**src/rtl/phase_comp_pkg.sv**
```systemverilog
// Shared types and sizing helpers for the phase-compensator controller.
package phase_comp_pkg;

  typedef enum logic [1:0] {
    H_IDLE,
    H_ACK,
    H_WAIT
  } host_st_e;

  function automatic int idx_width(input int n);
    return (n > 1) ? $clog2(n) : 1;
  endfunction

  localparam int IDX_W_DEFAULT = idx_width(16);

  // Vote counter must hold +/-2^FILT as a signed value.
  function automatic int vote_width(input int filt);
    return filt + 2;
  endfunction

  function automatic logic [63:0] mid_code(input int w);
    return 64'(1) << (w - 1);
  endfunction

endpackage

```
**src/rtl/phase_comp_step_unit.sv**
```systemverilog
// Combinational vote accumulate, threshold detect and saturating code step
// for the currently selected channel.
module phase_comp_step_unit
  import phase_comp_pkg::*;
#(
  parameter int W    = 8,
  parameter int FILT = 2
) (
  input  logic signed [vote_width(FILT)-1:0] vote_i,
  input  logic        [W-1:0]                code_i,
  input  logic                               pd_i,
  output logic signed [vote_width(FILT)-1:0] vote_o,
  output logic        [W-1:0]                code_o,
  output logic                               sat_o
);

  localparam int VW = vote_width(FILT);
  localparam logic signed [VW-1:0] ONE  = VW'(1);
  localparam logic signed [VW-1:0] THR  = VW'(1 << FILT);
  localparam logic signed [VW-1:0] NTHR = -THR;
  localparam logic        [W-1:0]  CMAX = '1;
  localparam logic        [W-1:0]  CMIN = '0;

  logic signed [VW-1:0] vsum;

  always_comb begin
    vsum   = pd_i ? (vote_i - ONE) : (vote_i + ONE);
    vote_o = vsum;
    code_o = code_i;
    sat_o  = 1'b0;
    // The vote clears on threshold even when the step itself is blocked.
    if (vsum == THR) begin
      vote_o = '0;
      if (code_i == CMAX) sat_o = 1'b1;
      else                code_o = code_i + W'(1);
    end else if (vsum == NTHR) begin
      vote_o = '0;
      if (code_i == CMIN) sat_o = 1'b1;
      else                code_o = code_i - W'(1);
    end
  end

endmodule

```
**src/rtl/phase_comp_ctrl_param.sv**
```systemverilog
// Round-robin phase-compensator code controller with vote filtering,
// saturation flags and a single-beat host register port.
module phase_comp_ctrl_param
  import phase_comp_pkg::*;
#(
  parameter int NCH  = 16,
  parameter int W    = 8,
  parameter int FILT = 2
) (
  input  logic                      clk,
  input  logic                      resetb,
  input  logic                      enable,
  input  logic [NCH-1:0]            pd_in,
  input  logic [NCH-1:0]            freeze,
  input  logic                      host_req,
  input  logic                      host_wr,
  input  logic [idx_width(NCH)-1:0] host_addr,
  input  logic [W-1:0]              host_wdata,
  output logic                      host_ack,
  output logic [W-1:0]              host_rdata,
  output logic [NCH*W-1:0]          code_out,
  output logic [NCH-1:0]            sat,
  input  logic                      sat_clr
);

  localparam int AW = idx_width(NCH);
  localparam int VW = vote_width(FILT);
  localparam logic [W-1:0]  CODE_RST = W'(mid_code(W));
  localparam logic [AW:0]   NCH_L    = (AW+1)'(NCH);
  localparam logic [AW-1:0] SEL_LAST = AW'(NCH - 1);

  logic [NCH-1:0]       pd_q;
  logic [NCH-1:0]       sat_q, sat_d;
  logic [AW-1:0]        sel_q, sel_d;
  logic [W-1:0]         code_q [NCH];
  logic [W-1:0]         code_d [NCH];
  logic signed [VW-1:0] vote_q [NCH];
  logic signed [VW-1:0] vote_d [NCH];
  host_st_e             hst_q, hst_d;
  logic [W-1:0]         rdata_q, rdata_d;

  logic                 grant, addr_ok, wr_hit, visit;
  logic signed [VW-1:0] step_vote;
  logic [W-1:0]         step_code;
  logic                 step_sat;

  phase_comp_step_unit #(
    .W    (W),
    .FILT (FILT)
  ) u_step (
    .vote_i (vote_q[sel_q]),
    .code_i (code_q[sel_q]),
    .pd_i   (pd_q[sel_q]),
    .vote_o (step_vote),
    .code_o (step_code),
    .sat_o  (step_sat)
  );

  // Host handshake: grant on the edge leaving IDLE, then wait for req to drop.
  always_comb begin
    hst_d = hst_q;
    grant = 1'b0;
    case (hst_q)
      H_IDLE: if (host_req) begin
        hst_d = H_ACK;
        grant = 1'b1;
      end
      H_ACK:   hst_d = host_req ? H_WAIT : H_IDLE;
      H_WAIT:  if (!host_req) hst_d = H_IDLE;
      default: hst_d = H_IDLE;
    endcase
  end

  always_comb begin
    addr_ok = ({1'b0, host_addr} < NCH_L);
    wr_hit  = grant & host_wr & addr_ok;
    visit   = enable & ~freeze[sel_q] & ~(wr_hit & (host_addr == sel_q));

    sel_d = sel_q;
    if (enable) sel_d = (sel_q == SEL_LAST) ? '0 : sel_q + AW'(1);

    code_d = code_q;
    vote_d = vote_q;
    if (visit) begin
      code_d[sel_q] = step_code;
      vote_d[sel_q] = step_vote;
    end
    if (wr_hit) begin
      code_d[host_addr] = host_wdata;
      vote_d[host_addr] = '0;
    end

    sat_d = sat_clr ? '0 : sat_q;
    if (visit && step_sat) sat_d[sel_q] = 1'b1;

    rdata_d = '0;
    if (grant && !host_wr && addr_ok) rdata_d = code_q[host_addr];
  end

  always_ff @(posedge clk or negedge resetb) begin
    if (!resetb) begin
      pd_q    <= '0;
      sel_q   <= '0;
      sat_q   <= '0;
      hst_q   <= H_IDLE;
      rdata_q <= '0;
      for (int k = 0; k < NCH; k++) begin
        code_q[k] <= CODE_RST;
        vote_q[k] <= '0;
      end
    end else begin
      pd_q    <= pd_in;
      sel_q   <= sel_d;
      sat_q   <= sat_d;
      hst_q   <= hst_d;
      rdata_q <= rdata_d;
      for (int k = 0; k < NCH; k++) begin
        code_q[k] <= code_d[k];
        vote_q[k] <= vote_d[k];
      end
    end
  end

  for (genvar k = 0; k < NCH; k++) begin : g_out
    assign code_out[k*W +: W] = code_q[k];
  end

  assign host_ack   = (hst_q == H_ACK);
  assign host_rdata = rdata_q;
  assign sat        = sat_q;

endmodule

```
**config.mk**
```make
export PLATFORM = sky130hd
export DESIGN_NAME = phase_comp_ctrl_param
export DESIGN_NICKNAME = d
export VERILOG_FILES = /design/src/rtl/phase_comp_pkg.sv /design/src/rtl/phase_comp_step_unit.sv /design/src/rtl/phase_comp_ctrl_param.sv
export SDC_FILE = /design/constraint.sdc
export NUM_CORES = 1
export LEC_CHECK = 0
export ABC_CLOCK_PERIOD_IN_PS = 4250
export CORE_UTILIZATION = 40
export DETAILED_ROUTE_END_ITERATION = 10
export DONT_BUFFER_PORTS = 1
export GPL_TIMING_DRIVEN = 0
export RECOVER_POWER = 50
export SYNTH_ARGS = -nofsm -noshare
export SYNTH_HDL_FRONTEND = slang
export SYNTH_HIERARCHICAL = 1
export SYNTH_SLANG_ARGS = --single-unit
```
**constraint.sdc**
```tcl
create_clock -name clk -period 4.25 [get_ports clk]
set_input_delay 0.6375 -clock clk [delete_from_list [all_inputs] [get_ports clk]]
set_output_delay 0.6375 -clock clk [all_outputs]
set_load 0.005 [all_outputs]
```
==> impl_metrics.csv, run 1 <==
group,metric,value,unit
synth,async_flop_share,100,%
sta,final_min_period_over_clock_period,103,%
synth,synth_seq_cells,238,
global_routing,grt_pass1_wl,87100,µm
floorplan,die-width,190,µm
setup_path,startpoint_type,"flop",
status,run_status,"complete, but fails checks",
synth,syn-num-nets,1459,
sta,clock_skew,0.0165,ns
synth,synthesis.area_per_instance,10.2,µm²
synth,synthesis.instances,1398,
cells_and_area,layout.cells.most_common,"nor2_1",
power_and_ir_drop,peakVddDrop,0.731,mV
routing,drt_iter0_drc,1605,
power_and_ir_drop,p_total,17.2,mW
worst_hold_path,hold_class,"in2async",
global_routing,grt_usage,33.2,%
cts,h-tree-depth,1,
placed_design,dp_slack,-1.87,ns
sta,worst_slack,-0.138,ns
cts,cts_inserted_buffers,30,
setup_path,worst-r2r-setup-slack,-0.14,ns
cts,cts.sinks,238,
placed_design,dpl.hpwl,44100,µm
sta,finalCriticalPeriod,4.39,ns
sta,fmax,228,MHz
run,cap_violations,0,
floorplan,initial_utilization,40.9,%
setup_path,crit_fanout,8,
cts,clock-root-buffer,"clkbuf_16",
sta,slew_of_the_pin_with_the_lowest_slew_margin,1.02,ns
synth,post-synth-top-area-cell,"dfrtp_1",
sta,setup_tns,-1.73,ns
cells_and_area,diodes,0,
setup_path,crit_start,"sel_q[0]",
power_and_ir_drop,power_density,1010,nW/µm²
synth,synthFlopType,"dfrtp_1",
floorplan,number_of_top_level_pins,203,
cts,clock_latency,0.57,ns
cells_and_area,drive_gt1_share,25.5,%
routing,detailroute.via_count,12991,
global_routing,grt_pass1_vias,12629,
power_and_ir_drop,power.static_leakage,6.97,nW
placed_design,io_buffer_count,0,
synth,synth.yosys.seq_area_share,42.1,%
sta,timing.max_slew.rel_slack,32.0,%
synth,synth.top_cell.area_share,39.1,%
cts,worst_setup_hold_path_clk_slew,0.07,ns
placed_design,dpl_cell_area,14800,µm²
routing,via_per_inst,6.67,
synth,post_synth_edffs,0,
cells_and_area,most_frequent_cells_in_the_layout,"nor2_1, dfrtp_1, mux4_2, o21ai_0, a21oi_1",
setup_path,timing.reg2reg.worst_path_depth,16,
setup_path,category_of_the_worst_setup_path_capture_point,"flop",
cts,tritoncts,"built",
synth,synth_area,14200,µm²
synth,yosysUniqueCellTypes,56,
setup_path,crit_path_end,"code_out[50]",
floorplan,die_area,36200,µm²
global_routing,grt_antenna_before_repair,0,
sta,slew_viol_final,0,
routing,route.final.wire_length,60500,µm
synth,yosys_warnings,6,
setup_path,setup.worst_path.class,"reg2reg",
setup_path,timing.rr.end,"code_out[50]",
status,failed_checks,"negative hold slack, negative setup slack",
sta,finalHoldViolations,222,
floorplan,placeableCoreArea,34700,µm²
routing,wl_per_cell,31.1,µm
setup_path,critical_path_arrival,4.87,ns
floorplan,row_count,68,
routing,ant_nets,0,
cells_and_area,non_filler_cell_area_final,17000,µm²
routing,detail_route.drc_violations,0,
cells_and_area,nNetsFinal,1531,
sta,timing.final.setup_violations,42,
cts,max-clock-path-buffers,3,
setup_path,crit_required,4.73,ns
floorplan,die_height,190,µm
sta,hold_ws,-0.218,ns
setup_path,worstReg2RegStart,"sel_q[0]",
placed_design,gp_congestion,0.987,
routing,dr.pass1.iters,7,
cells_and_area,area_growth,19.9,%
synth,post_synth_main_area_contributors,"dfrtp_1, mux4_2, nor2_1",
sta,rsz0062_at_grt,"true",
global_routing,grt_overflow_total,0,
global_routing,grt_max_degree,239,
==> how the worst min path moves through the flow <==
| stage | from | end | slack (ns) | cells past startpoint |
|---|---|---|---|---|
| finish | resetb | pd_q[10] | -0.22 | 0 |
| global route | resetb | pd_q[9] | -0.24 | 0 |
| CTS | resetb | sel_q[1] | -0.25 | 0 |
| detailed placement | resetb | pd_q[10] | 0.35 | 0 |
| global placement | resetb | sat[14] | 0.35 | 0 |
| floorplan | resetb | code_out[0] | 0.34 | 0 |
==> stage by stage <==
step / utilization, % / std cells
after CTS: 47.8 / 1935
after global placement: 42.7 / 1853
after floorplan: - / 1398
after global routing: 49.0 / 1949
after detailed placement: 42.7 / 1853
final: 49.0 / 1949
==> logic make-up (layout without fill, tap and decap cells) <==
group / after synthesis / count (layout) / share of synthesized area, %
and+or+nand+nor: 472 / 472 / 15.0
xor gates and xnor gates: 7 / 7 / 0.485
muxes: 176 / 176 / 21.9
AOI/OAI and AO/OA: 340 / 340 / 14.9
adders and majority gates: 11 / 11 / 1.02
buffers and inverters: 154 / 250 / 4.66
DFF: 238 / 238 / 42.1
==> timing repair <==
| item | CTS | global route |
|---|---|---|
| gates resized for setup | 122 | 74 |
| endpoints found under the setup margin | 196 | 93 |
| endpoints found under the hold margin | 238 | 222 |
| buffers inserted | 32 | 14 |
| pin swaps | 24 | 46 |
==> where the power goes <==
part           switching (mW)  total, mW  internal (mW)
Combinational            5.86       10.1           4.27
Sequential               1.15       4.31           3.16
Clock                    1.07       2.79           1.71
==> worst max-delay path: stages (launching register included) <==
cell     delay (ns)
dfrtp_1        0.39
buf_12         0.18
buf_16         0.14
mux4_2         0.53
mux4_2         0.62
buf_6          0.17
inv_2          0.05
fa_2           0.25
xnor2_4        0.15
nand2_4        0.09
or4_4          0.56
nor3b_2        0.18
a221o_2        0.30
nand2_4        0.15
nor2_4         0.22
nand2_2        0.09
a31oi_1        0.19
==> synthesized netlist by cell type, types with 15 or more instances <==
cell	n
nor2_1	250
dfrtp_1	222
mux4_2	107
o21ai_0	103
a21oi_1	90
clkbuf_1	75
nand2_1	68
mux2i_1	66
a31oi_1	58
nand3_1	43
buf_2	37
nand4_1	36
a221oi_1	32
nor2b_1	23
buf_1	19
inv_1	17
dfstp_2	16
o211ai_1	15
==> registers in the layout, summed over array words and instances (netlist names) <==
| name | flops |
|---|---|
| code_out | 128 |
| host_rdata | 8 |
| hst_q | 2 |
| pd_q | 16 |
| sat | 16 |
| sel_q | 4 |
| vote_q | 64 |
==> area by class of cell <==
type / instances / area (µm²)
inverters: 17 / 66.3
repair buffers: 46 / 405
clock inverters: 11 / 173
multi-input cells: 1006 / 8190
clock buffers: 45 / 908
fillers: 3169 / 17700
flip-flops and latches: 238 / 5980
well taps: 455 / 569
plain buffers: 131 / 736
==> metal layers <==
| layer | wire, µm | part of all wire, % | up-vias | GRT usage, % |
|---|---|---|---|---|
| met5 | 0 | 0 | - | 0 |
| met4 | 3870 | 6.4 | 0 | 17.8 |
| met3 | 6760 | 11 | 195 | 7.99 |
| met2 | 27400 | 45 | 865 | 51.1 |
| met1 | 22500 | 37 | 6582 | 43.2 |
| li1 | - | - | 5349 | - |
(Power assumes the default switching activity.)
==> run 2: changes to the inputs <==
--- a/config.mk
+++ b/config.mk
@@ -6,10 +6,13 @@
 export NUM_CORES = 1
 export LEC_CHECK = 0
 export ABC_CLOCK_PERIOD_IN_PS = 4250
+export CELL_PAD_IN_SITES_DETAIL_PLACEMENT = 0
+export CELL_PAD_IN_SITES_GLOBAL_PLACEMENT = 1
 export CORE_UTILIZATION = 40
 export DETAILED_ROUTE_END_ITERATION = 10
 export DONT_BUFFER_PORTS = 1
 export GPL_TIMING_DRIVEN = 0
+export PLACE_DENSITY_LB_ADDON = 0.1
 export RECOVER_POWER = 50
 export SYNTH_ARGS = -nofsm -noshare
 export SYNTH_HDL_FRONTEND = slang
==> run 2 against run 1 <==
  * The run still ends with negative hold slack, negative setup slack left
  * Die area stayed put
  * Clock skew grew 0.023 ns
  * Worst setup slack gained 0.028 ns
  * Register-to-register slack better by 0.03 ns
  * Critical path depth shrank 2
  * Sequential share of layout area is 0.17 points lower
  * Cell count is 0.51% higher
  * Via count decreased by 1.6%
  * Non-clock buffer count increased by 13
  * Design area is 0.50% higher
  * Maximum frequency is 0.63% higher
==> impl_metrics.csv, run 2 (same netlist as run 1, synthesis figures left out) <==
group,metric,value,unit
status,run_status,"complete, but fails checks",
status,failed_checks,"negative hold slack, negative setup slack",
cts,clock-root-buffer,"clkbuf_16",
cells_and_area,largest_register_ffs,128,
run,cap_violations,0,
sta,fmax,229,MHz
routing,detail_route.drc_violations,0,
sta,setup_tns,-1.62,ns
global_routing,grt_usage,34.7,%
global_routing,grt_pass1_vias,12648,
setup_path,crit_required,4.74,ns
worst_hold_path,hold_class,"in2async",
sta,rsz0062_at_grt,"true",
setup_path,crit_fanout,16,
floorplan,number_of_top_level_pins,203,
routing,ant_nets,0,
setup_path,category_of_the_worst_setup_path_capture_point,"flop",
routing,detailroute.via_count,12778,
placed_design,dpl.hpwl,46000,µm
power_and_ir_drop,peakVddDrop,1.06,mV
cells_and_area,drive_gt1_share,26.4,%
placed_design,io_buffer_count,0,
cells_and_area,diodes,0,
cells_and_area,most_frequent_cells_in_the_layout,"dfrtp_1, nor2_1, mux4_2, o21ai_0, a21oi_1",
routing,drt_iter0_drc,1184,
floorplan,placeableCoreArea,34700,µm²
power_and_ir_drop,power.static_leakage,7.02,nW
cells_and_area,nNetsFinal,1544,
floorplan,row_count,68,
global_routing,grt_antenna_before_repair,1,
routing,route.final.wire_length,63200,µm
cells_and_area,multi_input_area,8240,µm²
floorplan,die_area,36200,µm²
power_and_ir_drop,power_density,1030,nW/µm²
sta,hold_ws,-0.226,ns
sta,timing.final.setup_violations,38,
cts,max-clock-path-buffers,3,
global_routing,grt_overflow_total,0,
cts,cts.sinks,238,
routing,dr.pass1.iters,5,
cts,tritoncts,"built",
sta,final_min_period_over_clock_period,103,%
cells_and_area,area_growth,20.5,%
placed_design,gp_congestion,1.02,
routing,wl_per_cell,32.3,µm
setup_path,critical_path_arrival,4.85,ns
routing,via_per_inst,6.52,
global_routing,grt_pass1_wl,90300,µm
setup_path,startpoint_type,"flop",
global_routing,grt_max_degree,239,
cells_and_area,register_area,5980,µm²
floorplan,initial_utilization,40.9,%
cts,cts_inserted_buffers,29,
cts,worst_setup_hold_path_clk_slew,0.06,ns
cts,h-tree-depth,1,
floorplan,die-width,190,µm
cells_and_area,layout.filler_cells,3262,
cts,clock_latency,0.57,ns
sta,clock_skew,0.0393,ns
setup_path,setup.worst_path.class,"reg2reg",
sta,finalHoldViolations,222,
sta,finalCriticalPeriod,4.36,ns
sta,worst_slack,-0.110,ns
cells_and_area,utilization,49.3,%
sta,slew_viol_final,0,
sta,timing.max_slew.rel_slack,27.3,%
cells_and_area,layout.cells.most_common,"dfrtp_1",
floorplan,die_height,190,µm
sta,slew_of_the_pin_with_the_lowest_slew_margin,1.09,ns
run 2: final cells by class:
class / count / area share (%)
Inverter: 17 / 0.388
Sequential cell: 238 / 34.9
Clock inverter: 9 / 0.724
Tap cell: 455 / 3.33
Buffer: 130 / 4.37
Clock buffer: 43 / 4.72
Timing Repair Buffer: 60 / 3.37
Multi-Input combinational cell: 1007 / 48.2
run 2: report_power, final:
group	switching [mW]	internal, mW	total [mW]
registers	1.13	3.16	4.30
logic	6.22	4.57	10.8
clock network	1.02	1.49	2.50
total	8.37	9.22	17.6
run 2: path summary, 6_finish.rpt:
path	startpoint	endpoint	slack (ns)	cells past startpoint
worst min-delay path	resetb	code_out[65]	-0.23	0
min in group clk	pd_in[10]	pd_q[10]	0.12	0
worst max-delay path	sel_q[1]	code_out[34]	-0.11	14
worst max register to register	sel_q[1]	code_out[34]	-0.11	14
max in group asynchronous	resetb	vote_q[17]	3.70	0
worst min register to register	hst_q[0]	hst_q[0]	0.51	1
run 2: per-layer routing:
metal / track usage, % / up-vias / wire, µm
li1: - / 5384 / -
met1: 45.4 / 6547 / 24800
met2: 54.2 / 693 / 28800
met3: 8.67 / 154 / 6360
met4: 15.9 / 0 / 3350
met5: 0 / - / 0
run 2: per-stage QoR:
step / hold WS (ns) / instance area [µm²] / std cells / power, mW / setup WS, ns
2_1_floorplan: 0.342 / 14200 / 1398 / 8.88 / 0.0197
3_3_place_gp: 0.352 / 14800 / 1853 / 11.9 / -2.08
3_5_place_dp: 0.353 / 14800 / 1853 / 12.0 / -2.04
4_1_cts: -0.233 / 16500 / 1935 / 16.1 / -0.0451
5_1_grt: -0.240 / 17100 / 1959 / 18.2 / -0.195
6_report: -0.226 / 17100 / 1959 / 17.6 / -0.110
run 2: timing repair:
action	4_1_cts	5_1_grt
cloned	0	1
endpoints found under the hold margin	234	234
endpoints found under the setup margin	197	100
pin swaps	20	54
gates resized for setup	126	93
buffers inserted	36	25
run 2: worst max-delay path, stage by stage (launching register included):
cell and delay (ns):
dfrtp_1 0.42, buf_8 0.24, buf_6 0.23, mux4_2 0.35
mux4_2 0.62, ha_4 0.38, a21oi_4 0.08, and3_4 0.21
or4_4 0.63, nor3b_2 0.19, a221o_2 0.29, nand2_4 0.14
nor2_4 0.20, nand2_2 0.09, a31oi_1 0.19
==> run 3: changes to the inputs <==
--- a/config.mk
+++ b/config.mk
@@ -16,5 +16,4 @@
 export RECOVER_POWER = 50
 export SYNTH_ARGS = -nofsm -noshare
 export SYNTH_HDL_FRONTEND = slang
-export SYNTH_HIERARCHICAL = 1
 export SYNTH_SLANG_ARGS = --single-unit
==> run 3 against run 2 <==
  * The run still ends with negative hold slack, negative setup slack left
  * Synthesized cell count shrank 1.5%
  * Core utilization grew 2.4 points
  * Register-to-register slack lost 0.13 ns
  * Critical path depth grew 2
  * Wire length shrank 4.8%
  * Design area grew 2.1%
  * Global-route usage shrank 1.6 points
  * Flip-flop and latch count is the same
  * Area after synthesis shrank 2.8%
  * Worst setup slack lost 0.13 ns
  * Non-clock buffer count shrank 16
  * Largest cell class unchanged
  * Highest routed layer unchanged
==> impl_metrics.csv, run 3 <==
group,metric,value,unit
global_routing,grt_usage,33.1,%
cts,tritoncts,"built",
setup_path,timing.reg2reg.worst_path_depth,16,
cts,worst_setup_hold_path_clk_slew,0.06,ns
sta,fmax,222,MHz
global_routing,grt_pass1_wl,85200,µm
setup_path,timing.rr.end,"code_out[37]",
setup_path,category_of_the_worst_setup_path_capture_point,"flop",
synth,yosysMostFrequentCell,"dfrtp_1",
synth,post_synth_edffs,0,
floorplan,placeableCoreArea,33800,µm²
cts,cts.sinks,238,
synth,synth_seq_cells,238,
setup_path,crit_path_frequent_cell,"buf_12",
cells_and_area,layout.cells.most_common,"dfrtp_1",
global_routing,grt_pass1_vias,12050,
sta,final_min_period_over_clock_period,106,%
synth,async_flop_share,100,%
routing,route.final.wire_length,60200,µm
floorplan,die_height,188,µm
cts,max-clock-path-buffers,3,
sta,timing.final.setup_violations,111,
placed_design,io_buffer_count,0,
sta,finalHoldViolations,222,
global_routing,grt_antenna_before_repair,0,
routing,dr.pass1.iters,5,
run,cap_violations,0,
setup_path,worst_path_max_delay_cell,"mux4_2",
cells_and_area,area_growth,26.5,%
status,failed_checks,"negative hold slack, negative setup slack",
setup_path,crit_fanout,10,
cells_and_area,largest_register_ffs,128,
sta,slew_of_the_pin_with_the_lowest_slew_margin,1.21,ns
setup_path,max_stage_delay,0.54,ns
setup_path,cp_cell_sequence,"buf_8, buf_12, buf_12, buf_12, mux4_2, mux4_2, ha_4, and4b_1, a2111oi_4, buf_6, xor2_4, or4_4, a311oi_4, buf_12, buf_8, a31oi_1",
sta,timing.max_slew.rel_slack,19.4,%
placed_design,dpl.hpwl,43600,µm
synth,syn-num-nets,1438,
setup_path,setup.worst_path.class,"reg2reg",
sta,hold_ws,-0.238,ns
routing,wl_per_cell,30.9,µm
sta,finalCriticalPeriod,4.50,ns
global_routing,grt_overflow_total,0,
cells_and_area,most_frequent_cells_in_the_layout,"dfrtp_1, nand2_1, a21oi_1, mux4_2, nor2_1",
floorplan,row_count,67,
synth,synth_area,13800,µm²
routing,via_per_inst,6.36,
routing,topRoutingLayerUsed,"met4",
synth,post-synth-top-area-cell,"dfrtp_1",
placed_design,gp_congestion,0.943,
floorplan,die-width,188,µm
synth,yosysUniqueCellTypes,68,
cells_and_area,layout.filler_cells,3092,
floorplan,initial_utilization,40.9,%
setup_path,crit_required,4.67,ns
synth,post_synth_main_area_contributors,"dfrtp_1, mux4_2, a21oi_1",
floorplan,die_area,35300,µm²
status,run_status,"complete, but fails checks",
routing,route.layer.met1.wl,25000,µm
routing,ant_nets,0,
synth,synth.yosys.seq_area_share,43.3,%
setup_path,worstReg2RegStart,"sel_q[1]",
floorplan,number_of_top_level_pins,203,
setup_path,critical_path_arrival,4.92,ns
cells_and_area,drive_gt1_share,29.5,%
sta,worst_slack,-0.245,ns
sta,rsz0062_at_grt,"true",
cts,cts_inserted_buffers,30,
synth,synth.top_cells.by_count,"dfrtp_1, a21oi_1, nand2_1",
synth,synthFlopType,"dfrtp_1",
setup_path,cp.buffers_inverters,7,
cts,clock-root-buffer,"clkbuf_16",
setup_path,startpoint_type,"flop",
cts,h-tree-depth,1,
worst_hold_path,hold_class,"in2async",
cells_and_area,utilization,51.7,%
setup_path,worst-r2r-setup-slack,-0.25,ns
routing,detail_route.drc_violations,0,
global_routing,grt_max_degree,239,
synth,synthesis.area_per_instance,10.0,µm²
routing,met3RoutedLength,6220,µm
synth,yosys_warnings,0,
cells_and_area,nNetsFinal,1538,
sta,clock_skew,0.0119,ns
sta,slew_viol_final,0,
synth,synthesis.instances,1377,
cells_and_area,diodes,0,
routing,detailroute.via_count,12396,
routing,drt_iter0_drc,1107,
routing,route.met2.wl,27200,µm
setup_path,critical_path.top_delay_family,"buffers and inverters",
cts,clock_latency,0.57,ns
synth,synth.top_cell.area_share,40.2,%
run 3: area by class of cell:
type | instances | area, µm² | share of cell area (%)
multi-input combinational | 1009 | 8240 | 47.2
clock buffer | 43 | 881 | 5.04
buffer | 104 | 782 | 4.48
inverter | 24 | 90.1 | 0.516
sequential | 238 | 5980 | 34.2
timing repair buffer | 70 | 800 | 4.58
clock inverter | 12 | 138 | 0.788
tap | 448 | 561 | 3.21
run 3: how the worst max path moves through the flow:
| stage | from | endpoint | slack, ns | depth (start not counted) |
|---|---|---|---|---|
| 2_1_floorplan | sel_q[0] | code_out[21] | -0.02 | 16 |
| 3_3_place_gp | sel_q[1] | code_out[48] | -2.08 | 15 |
| 3_5_place_dp | sel_q[1] | code_out[0] | -2.09 | 15 |
| 4_1_cts | sel_q[0] | code_out[37] | -0.23 | 17 |
| 5_1_grt | sel_q[0] | code_out[24] | -0.31 | 17 |
| 6_report | sel_q[1] | code_out[37] | -0.25 | 16 |
run 3: per-stage QoR:
stage	cells	TNS [ns]	hold slack (ns)	cell area (µm²)	worst slack [ns]
detailed placement	1825	-297.51	0.350	14400	-2.09
floorplan	1377	-0.259	0.342	13900	-0.0237
CTS	1916	-4.61	-0.252	16300	-0.232
finish	1948	-13.32	-0.238	17500	-0.245
global placement	1825	-293.13	0.350	14400	-2.08
global route	1948	-21.86	-0.248	17500	-0.306
run 3: cell families after synthesis:
family	Yosys count	synth area share (%)
flops	238	43.3
simple gates	485	16.8
xor+xnor	11	0.752
mux	110	17.4
buf+inv	130	4.46
compound gates	392	16.2
fa+ha+maj	11	1.05
run 3: per-layer routing:
layer	vias to the layer above	track usage, %
li1	5296	-
met1	6353	46.2
met2	647	51.5
met3	100	7.97
met4	0	9.04
met5	-	0
run 3: worst register-to-register path: stages, from the launching register on:
cell and delay, ns:
dfrtp_2 0.40, buf_8 0.18, buf_12 0.20, buf_12 0.18, buf_12 0.16, mux4_2 0.35
mux4_2 0.54, ha_4 0.28, and4b_1 0.21, a2111oi_4 0.36, buf_6 0.18, xor2_4 0.09
or4_4 0.47, a311oi_4 0.31, buf_12 0.19, buf_8 0.15, a31oi_1 0.09
run 3: repair_timing:
action	CTS	global route
hold endpoints to repair	238	222
setup endpoints to repair	208	159
pin swaps	31	76
setup buffers	34	27
cloned	2	8
resized for setup	120	193
Power of run 3 is not shown: default switching activity piles up to over one toggle a cycle in this logic, so the estimate is an artifact.
